==> src/rtl/spad_fill_ctrl.sv <==
// Scratchpad fill controller: turns a valid/ready word stream into
// SPad write cycles from a base address, wrapping circularly at DEPTH.
module spad_fill_ctrl #(
  parameter int DATA_WIDTH = 24,
  parameter int DEPTH      = 96,
  parameter int ADDR_WIDTH = $clog2(DEPTH),
  parameter int LEN_WIDTH  = $clog2(DEPTH + 1)
) (
  input  logic                  clk,
  input  logic                  rst_n,
  input  logic                  start,
  input  logic [ADDR_WIDTH-1:0] base_addr,
  input  logic [LEN_WIDTH-1:0]  length,
  input  logic                  abort,
  input  logic                  in_valid,
  input  logic [DATA_WIDTH-1:0] in_data,
  output logic                  in_ready,
  output logic                  spad_chip_en,
  output logic                  spad_write_en,
  output logic [ADDR_WIDTH-1:0] spad_write_addr,
  output logic [DATA_WIDTH-1:0] spad_write_data,
  output logic                  busy,
  output logic                  done,
  output logic                  err,
  output logic [LEN_WIDTH-1:0]  words_written
);

  localparam logic [ADDR_WIDTH:0] LP_DEPTH_A =
    (ADDR_WIDTH + 1)'(DEPTH);
  localparam logic [LEN_WIDTH-1:0] LP_LEN_MAX =
    LEN_WIDTH'(DEPTH);
  localparam logic [ADDR_WIDTH-1:0] LP_LAST =
    ADDR_WIDTH'(DEPTH - 1);
  localparam logic [LEN_WIDTH-1:0] LP_ONE =
    LEN_WIDTH'(1);

  typedef enum logic [1:0] {
    S_IDLE,
    S_FILL,
    S_FLUSH,
    S_DONE
  } state_t;

  state_t                  r_state;
  logic [ADDR_WIDTH-1:0]   r_addr;
  logic [LEN_WIDTH-1:0]    r_rem;
  logic                    r_in_ready;
  logic                    r_ce;
  logic                    r_we;
  logic [ADDR_WIDTH-1:0]   r_waddr;
  logic [DATA_WIDTH-1:0]   r_wdata;
  logic                    r_busy;
  logic                    r_done;
  logic                    r_err;
  logic [LEN_WIDTH-1:0]    r_ww;

  logic                    w_hs;
  logic                    w_bad;
  logic [ADDR_WIDTH-1:0]   w_next_addr;

  assign w_hs  = in_valid & r_in_ready;
  assign w_bad = ({1'b0, base_addr} >= LP_DEPTH_A)
               | (length > LP_LEN_MAX);
  assign w_next_addr = (r_addr == LP_LAST)
                     ? '0 : r_addr + 1'b1;

  always_ff @(posedge clk or negedge rst_n) begin
    if (!rst_n) begin
      r_state    <= S_IDLE;
      r_addr     <= '0;
      r_rem      <= '0;
      r_in_ready <= 1'b0;
      r_ce       <= 1'b0;
      r_we       <= 1'b0;
      r_waddr    <= '0;
      r_wdata    <= '0;
      r_busy     <= 1'b0;
      r_done     <= 1'b0;
      r_err      <= 1'b0;
      r_ww       <= '0;
    end else begin
      r_done <= 1'b0;
      r_err  <= 1'b0;
      r_ce   <= 1'b0;
      r_we   <= 1'b0;
      // A completed handshake is always committed, even when aborting.
      if (w_hs) begin
        r_ce    <= 1'b1;
        r_we    <= 1'b1;
        r_waddr <= r_addr;
        r_wdata <= in_data;
        r_addr  <= w_next_addr;
        r_rem   <= r_rem - 1'b1;
        r_ww    <= r_ww + 1'b1;
      end
      unique case (r_state)
        S_IDLE: begin
          if (start) begin
            if (w_bad) begin
              r_err <= 1'b1;
            end else if (length == '0) begin
              r_state <= S_DONE;
              r_busy  <= 1'b1;
              r_done  <= 1'b1;
              r_ww    <= '0;
            end else begin
              r_state    <= S_FILL;
              r_addr     <= base_addr;
              r_rem      <= length;
              r_ww       <= '0;
              r_busy     <= 1'b1;
              r_in_ready <= 1'b1;
            end
          end
        end
        S_FILL: begin
          if (abort) begin
            r_state    <= S_IDLE;
            r_busy     <= 1'b0;
            r_in_ready <= 1'b0;
          end else if (w_hs && r_rem == LP_ONE) begin
            r_state    <= S_FLUSH;
            r_in_ready <= 1'b0;
          end
        end
        S_FLUSH: begin
          if (abort) begin
            r_state <= S_IDLE;
            r_busy  <= 1'b0;
          end else begin
            r_state <= S_DONE;
            r_done  <= 1'b1;
          end
        end
        S_DONE: begin
          r_state <= S_IDLE;
          r_busy  <= 1'b0;
        end
      endcase
    end
  end

  assign in_ready        = r_in_ready;
  assign spad_chip_en    = r_ce;
  assign spad_write_en   = r_we;
  assign spad_write_addr = r_waddr;
  assign spad_write_data = r_wdata;
  assign busy            = r_busy;
  assign done            = r_done;
  assign err             = r_err;
  assign words_written   = r_ww;

endmodule
==> config.mk <==
export PLATFORM = sky130hd
export DESIGN_NAME = spad_fill_ctrl
export DESIGN_NICKNAME = d
export VERILOG_FILES = /design/src/rtl/spad_fill_ctrl.sv
export SDC_FILE = /design/constraint.sdc
export NUM_CORES = 1
export LEC_CHECK = 0
export BUFFER_PORTS_ARGS = -buffer_cell sky130_fd_sc_hd__buf_2
export CAP_MARGIN = 25
export CORE_ASPECT_RATIO = 0.6
export CORE_UTILIZATION = 45
export CTS_CLUSTER_SIZE = 14
export DETAILED_ROUTE_END_ITERATION = 16
export GPL_ROUTABILITY_DRIVEN = 1
export GPL_TIMING_DRIVEN = 0
export PLACE_DENSITY = 0.72
export SLEW_MARGIN = 5
export SYNTH_ARGS = -nofsm -noshare
export SYNTH_HDL_FRONTEND = slang
export SYNTH_SLANG_ARGS = --single-unit
export TNS_END_PERCENT = 20
==> constraint.sdc <==
create_clock -name clk -period 1.95 [get_ports clk]
set_input_delay 0.195 -clock clk [delete_from_list [all_inputs] [get_ports clk]]
set_output_delay 0.195 -clock clk [all_outputs]
set_load 0.1 [all_outputs]
==> metrics.cfg, run 1 <==
[outcome]
outcome = complete, no violations

[yosys]
syn_nets = 336
synth-seq-cells = 59
synth_fa_ha_area_frac = 0.03167
synth_top_family_by_area = simple AND/OR/NAND/NOR gates
synthCells = 286
synthArstFlopShare = 1.000
syn_area_um2 = 2765
yosys.area_share.simple = 0.2407
synth_top_area_frac = 0.5339
synth_flop_cell = dfrtp_1
post-synth-top-area-cell = dfrtp_1
netlist_top_cells_area = dfrtp_1 (53%), nand2_1 (14%), ha_1 (3.2%)
synth_mux_area_frac = 0.03077
ys_types = 39
yosysSeqAreaShare = 0.5339
synth-edff-count = 0
synth_compound_area_frac = 0.07783
yosys_warnings = 0
synth_most_common_cell = nand2_1
synth_common_cells = nand2_1 (103), dfrtp_1 (59), nor2_1 (10)
avgSynthCellArea_um2 = 9.668
synth_xor_area_frac = 0.04751

[routing]
drc = 0
wl_per_cell_um = 13.48
dr.pass1.iters = 4
ant_nets = 0
drt_iter0_drc = 90
vias = 2321
totalWireLength_um = 6336
routed_via_density = 4.938

[clock_network]
cts_buffer_depth = 2
clockRootBuffer = clkbuf_8
cts_tree = done
cts_buffers = 9
clkTransAtPathRegs_ns = 0.06
clkSinkCount = 59
post_cts_buffers = 0
htreeDepth = 3
clk_latency_ns = 0.33

[global_routing]
grt_pass1_wl_um = 10180
grt_max_degree = 31
met2_usage = 0.3092
track_usage = 0.2112
antenna_found_initial = 0
met1_usage = 0.2948
busiest_layer = met2
use_met3 = 0.05928
grt-ovfl-total = 0
grt_pass1_vias = 2152

[critical_path]
worstSetupEndpointType = register
cp.arrival_ns = 2.02
cp-start-kind = register
rrSetupSlack_ns = 0.15
worstPathRequired_ns = 2.17
crit_type = reg -> reg
cp_max_fo = 8

[cells_and_area]
finish.net_count = 435
diodes = 0
final_layout_size_suffix_gt1_frac = 0.3128
area_delta_synth_final_pct = 30.23

[floorplanning]
rows = 21
die_w_um = 103.2
start_util = 0.4805
core_um2 = 5754
die-area_um2 = 6473
die_h_um = 62.72
ios = 87

[sta]
final.setup_skew_ns = 0.005766
max_slew_margin = 0.5221
worst_pin_slew_ns = 0.7168
finalMaxSlewViolations = 0
hold_viol_final = 0
min_period_ns = 1.802
setup_viol_count_final = 0
fin_crit_sh = 0.9240
grt_setup_unrepaired = no
fin_setup_tns_ns = 0
max_freq_mhz = 555.0

[place]
hpwl_um = 4649
io_buffers = 86
gp_congestion = 0.8025

[run]
cap_violations = 0

[hold_path]
hp-class = in -> reg

-- registers in the layout, summed over array words and instances, names as in the netlist --
signal,flops
spad_write_data,24
r_addr,7
r_rem,7
spad_write_addr,7
words_written,7
r_state,2
busy,1
done,1
err,1
in_ready,1
spad_write_en,1
-- cell usage in the layout, fill, tap and decap left out, drive strengths merged, types with 7 or more instances in the layout --
master	netlist	layout
clkbuf	4	16
a21oi	7	7
nand2	104	104
buf	9	96
inv	7	7
xor2	9	9
o2bb2ai	7	7
nor2	10	10
ha	7	7
dfrtp	59	59
nand4	9	9
-- worst max-delay path: stages, from the launching register on --
cell and delay (ns):
dfrtp_1 0.38, inv_1 0.10, ha_2 0.26, nand2_1 0.13, a21oi_4 0.19, and3_1 0.20, buf_6 0.13, mux2_4 0.29
-- area by class of cell --
type / instances / area (µm²)
multi-input combinational: 207 / 1199
tap: 80 / 100.1
sequential: 59 / 1478
clock buffer: 12 / 165.2
timing repair buffer: 88 / 460.4
clock inverter: 4 / 95.09
inverter: 7 / 26.28
fill: 505 / 2153
buffer: 13 / 77.57
-- final timing paths --
kind / from / end / cells past startpoint
min: in_data[15] / spad_write_data[15] / 3
max reg2reg: r_state[1] / r_addr[2] / 7
min in group asynchronous: rst_n / words_written[5] / 2
max in group asynchronous: rst_n / in_ready / 3
max: r_state[1] / r_addr[2] / 7
min reg2reg: spad_write_data[13] / spad_write_data[13] / 2
-- cell families (layout without fill, tap and decap cells) --
group	Yosys count	count (layout)
AOI/OAI and AO/OA	30	30
muxes	7	7
buffers and inverters	20	124
DFF	59	59
and+or+nand+nor	148	148
xor gates and xnor gates	15	15
adders and majority gates	7	7
-- per-stage QoR --
step / utilization / std cells / setup WS, ns / hold WS, ns / cell area (µm²)
2_1_floorplan: - / 286 / 0.1676 / -0.1006 / 2766
3_3_place_gp: 0.5730 / 452 / 0.06261 / 0.3845 / 3297
3_5_place_dp: 0.5764 / 453 / 0.01213 / 0.2854 / 3317
4_1_cts: 0.6234 / 470 / 0.001261 / 0.03325 / 3587
5_1_grt: 0.6258 / 470 / 0.01253 / 0.03351 / 3601
6_report: 0.6258 / 470 / 0.1481 / 0.04724 / 3601
-- per-layer routing --
metal | routed length, µm | part of all wire
met1 | 3155 | 0.50
met3 | 389 | 0.061
met4 | 82 | 0.013
met2 | 2708 | 0.43
met5 | 0 | 0
-- timing repair --
item / CTS / global route
hold buffers: 1 / 0
resized for setup: 0 / 3
endpoints found under the hold margin: 29 / 0
endpoints found under the setup margin: 0 / 13
Power of run 1 is not shown: default switching activity piles up to over one toggle a cycle in this logic, so the estimate is an artifact.
==> run 2, diff against run 1 <==
PLACE_DENSITY = 0.75   (was 0.72)
clock period = 1.6 ns   (was 1.95 ns; I/O delays follow)
==> run 2 against run 1 <==
Count of clock-buffer cells in the layout decreased by 1. Die area unchanged. Global-route usage rose by 0.11 points. Hold slack got worse by 0.034 ns. Flip-flop and latch count unchanged. Critical path depth did not move. Highest routed layer unchanged.
==> metrics.cfg, run 2 (synthesis gave the netlist of run 1 again) <==
[outcome]
outcome = complete, no violations

[critical_path]
worstPathRequired_ns = 1.82  ; -0.35 ns
crit_type = reg -> reg
cp_max_fo = 6  ; -2
cp-start-kind = register
worstSetupEndpointType = register
cp.arrival_ns = 1.78  ; -0.24 ns

[sta]
finalMaxSlewViolations = 0  ; unchanged
hold_viol_final = 0  ; unchanged
fin_crit_sh = 0.9802  ; +0.05617
setup_viol_count_final = 0  ; unchanged
worst_pin_slew_ns = 0.5425  ; -0.1743 ns
grt_setup_unrepaired = yes
setup_slack_ns = 0.03165  ; -0.1165 ns
max_slew_margin = 0.6383  ; +0.1162
final.setup_skew_ns = 0.003451  ; -0.002314 ns
fin_setup_tns_ns = 0  ; unchanged
min_period_ns = 1.568  ; -0.2335 ns
max_freq_mhz = 637.6  ; +15%

[clock_network]
cts_buffers = 9  ; unchanged
clockRootBuffer = clkbuf_8
cts_tree = done
clkSinkCount = 59  ; unchanged
cts_buffer_depth = 2  ; unchanged
clk_latency_ns = 0.33  ; about the same
htreeDepth = 3  ; unchanged
clkTransAtPathRegs_ns = 0.06  ; about the same

[routing]
totalWireLength_um = 6389  ; +0.84%
routed_via_density = 4.954  ; +0.32%
drt_iter0_drc = 94  ; +4.4%
drc = 0  ; unchanged
ant_nets = 0  ; unchanged
wl_per_cell_um = 13.39  ; -0.64%
dr.pass1.iters = 4  ; unchanged
vias = 2363  ; +1.8%

[place]
hpwl_um = 4560  ; -1.9%
placed_area_um2 = 3329  ; +0.38%
gp_congestion = 0.8491  ; +5.8%
post-place-ws_ns = -0.2476  ; -0.2598 ns
io_buffers = 86  ; unchanged

[cells_and_area]
area_delta_synth_final_pct = 33.76
final_layout_size_suffix_gt1_frac = 0.3577  ; +0.04486
nFillCells = 483  ; -4.4%
design_area_um2 = 3699  ; +2.7%
largest_register_ffs = 24  ; unchanged
utilization = 0.6427  ; +0.01696
finish.net_count = 442  ; +1.6%
layout_commonest_cell = nand2_1
diodes = 0  ; unchanged
mostFrequentLayoutCells = nand2_1 (102), buf_2 (87), dfrtp_1 (51)

[global_routing]
grt_pass1_vias = 2185  ; +1.5%
grt_pass1_wl_um = 10360  ; +1.8%
grt-ovfl-total = 0  ; unchanged
antenna_found_initial = 0  ; unchanged
grt_max_degree = 37  ; +19%
track_usage = 0.2123  ; +0.001131

[floorplanning]
start_util = 0.4805  ; unchanged
core_um2 = 5754  ; unchanged
die-area_um2 = 6473  ; unchanged
ios = 87  ; unchanged
die_h_um = 62.72  ; unchanged
die_w_um = 103.2  ; unchanged
rows = 21  ; unchanged

[run]
cap_violations = 0  ; unchanged

[hold_path]
hp-class = in -> reg

## run 2: changes by cell type in the layout (fill, tap and decap cells not counted), sizes merged
cell	before	now
buf	96	99
clkbuf	16	18
bufinv	3	2
clkinv	1	2
clkinvlp	0	1
dlygate4sd3	1	2
## run 2: timing repair
| action | CTS | global route |
|---|---|---|
| resized for setup | 10 | 15 |
| hold buffers | 2 | 0 |
| pin swaps | 0 | 4 |
| buffers inserted | 2 | 3 |
| gates cloned | 0 | 1 |
| setup endpoints to repair | 54 | 41 |
| endpoints found under the hold margin | 24 | 0 |
## run 2: critical path, cell delays in order (launching register included)
cell and delay (ns):
dfrtp_1 0.39, inv_2 0.10, ha_4 0.17, nand2_4 0.05, a21oi_2 0.11, and3_1 0.18
buf_6 0.15, mux2_4 0.30
## run 2: path summary, 6_finish.rpt
| kind | from | to | slack, ns | cells past startpoint |
|---|---|---|---|---|
| max in group asynchronous | rst_n | in_ready | 0.66 | 3 |
| worst max register to register | r_state[1] | r_addr[2] | 0.03 | 7 |
| min in group asynchronous | rst_n | words_written[5] | 0.34 | 2 |
| worst min register to register | spad_write_data[13] | spad_write_data[13] | 0.47 | 2 |
| worst max-delay path | r_state[1] | r_addr[2] | 0.03 | 7 |
| worst min-delay path | in_data[22] | spad_write_data[22] | 0.01 | 3 |
## run 2: area by class of cell
| type | count | area (µm²) | share of cell area |
|---|---|---|---|
| flip-flops and latches | 59 | 1489 | 0.4026 |
| multi-input cells | 207 | 1244 | 0.3363 |
| repair buffers | 95 | 533.0 | 0.1441 |
| clock buffers | 11 | 131.4 | 0.03552 |
| well taps | 80 | 100.1 | 0.02706 |
| plain buffers | 13 | 97.59 | 0.02639 |
| clock inverters | 5 | 77.57 | 0.02097 |
| inverters | 7 | 26.28 | 0.007104 |
## run 2: through the flow
stage                     hold WS (ns)  std cells
after floorplan                -0.1356        286
after detailed placement        0.1767        453
after global placement          0.3479        452
final                          0.01352        477
after global routing          0.004329        477
after CTS                     0.002710        473
## run 2: layer usage
| layer | GRT usage | vias to the layer above | share of wire |
|---|---|---|---|
| met5 | 0 | - | 0 |
| met4 | 0.05282 | 0 | 0.0095 |
| met3 | 0.06711 | 8 | 0.071 |
| met2 | 0.3167 | 85 | 0.42 |
| met1 | 0.3001 | 1098 | 0.50 |
| li1 | - | 1172 | - |
Power of run 2 is left out for the same reason.
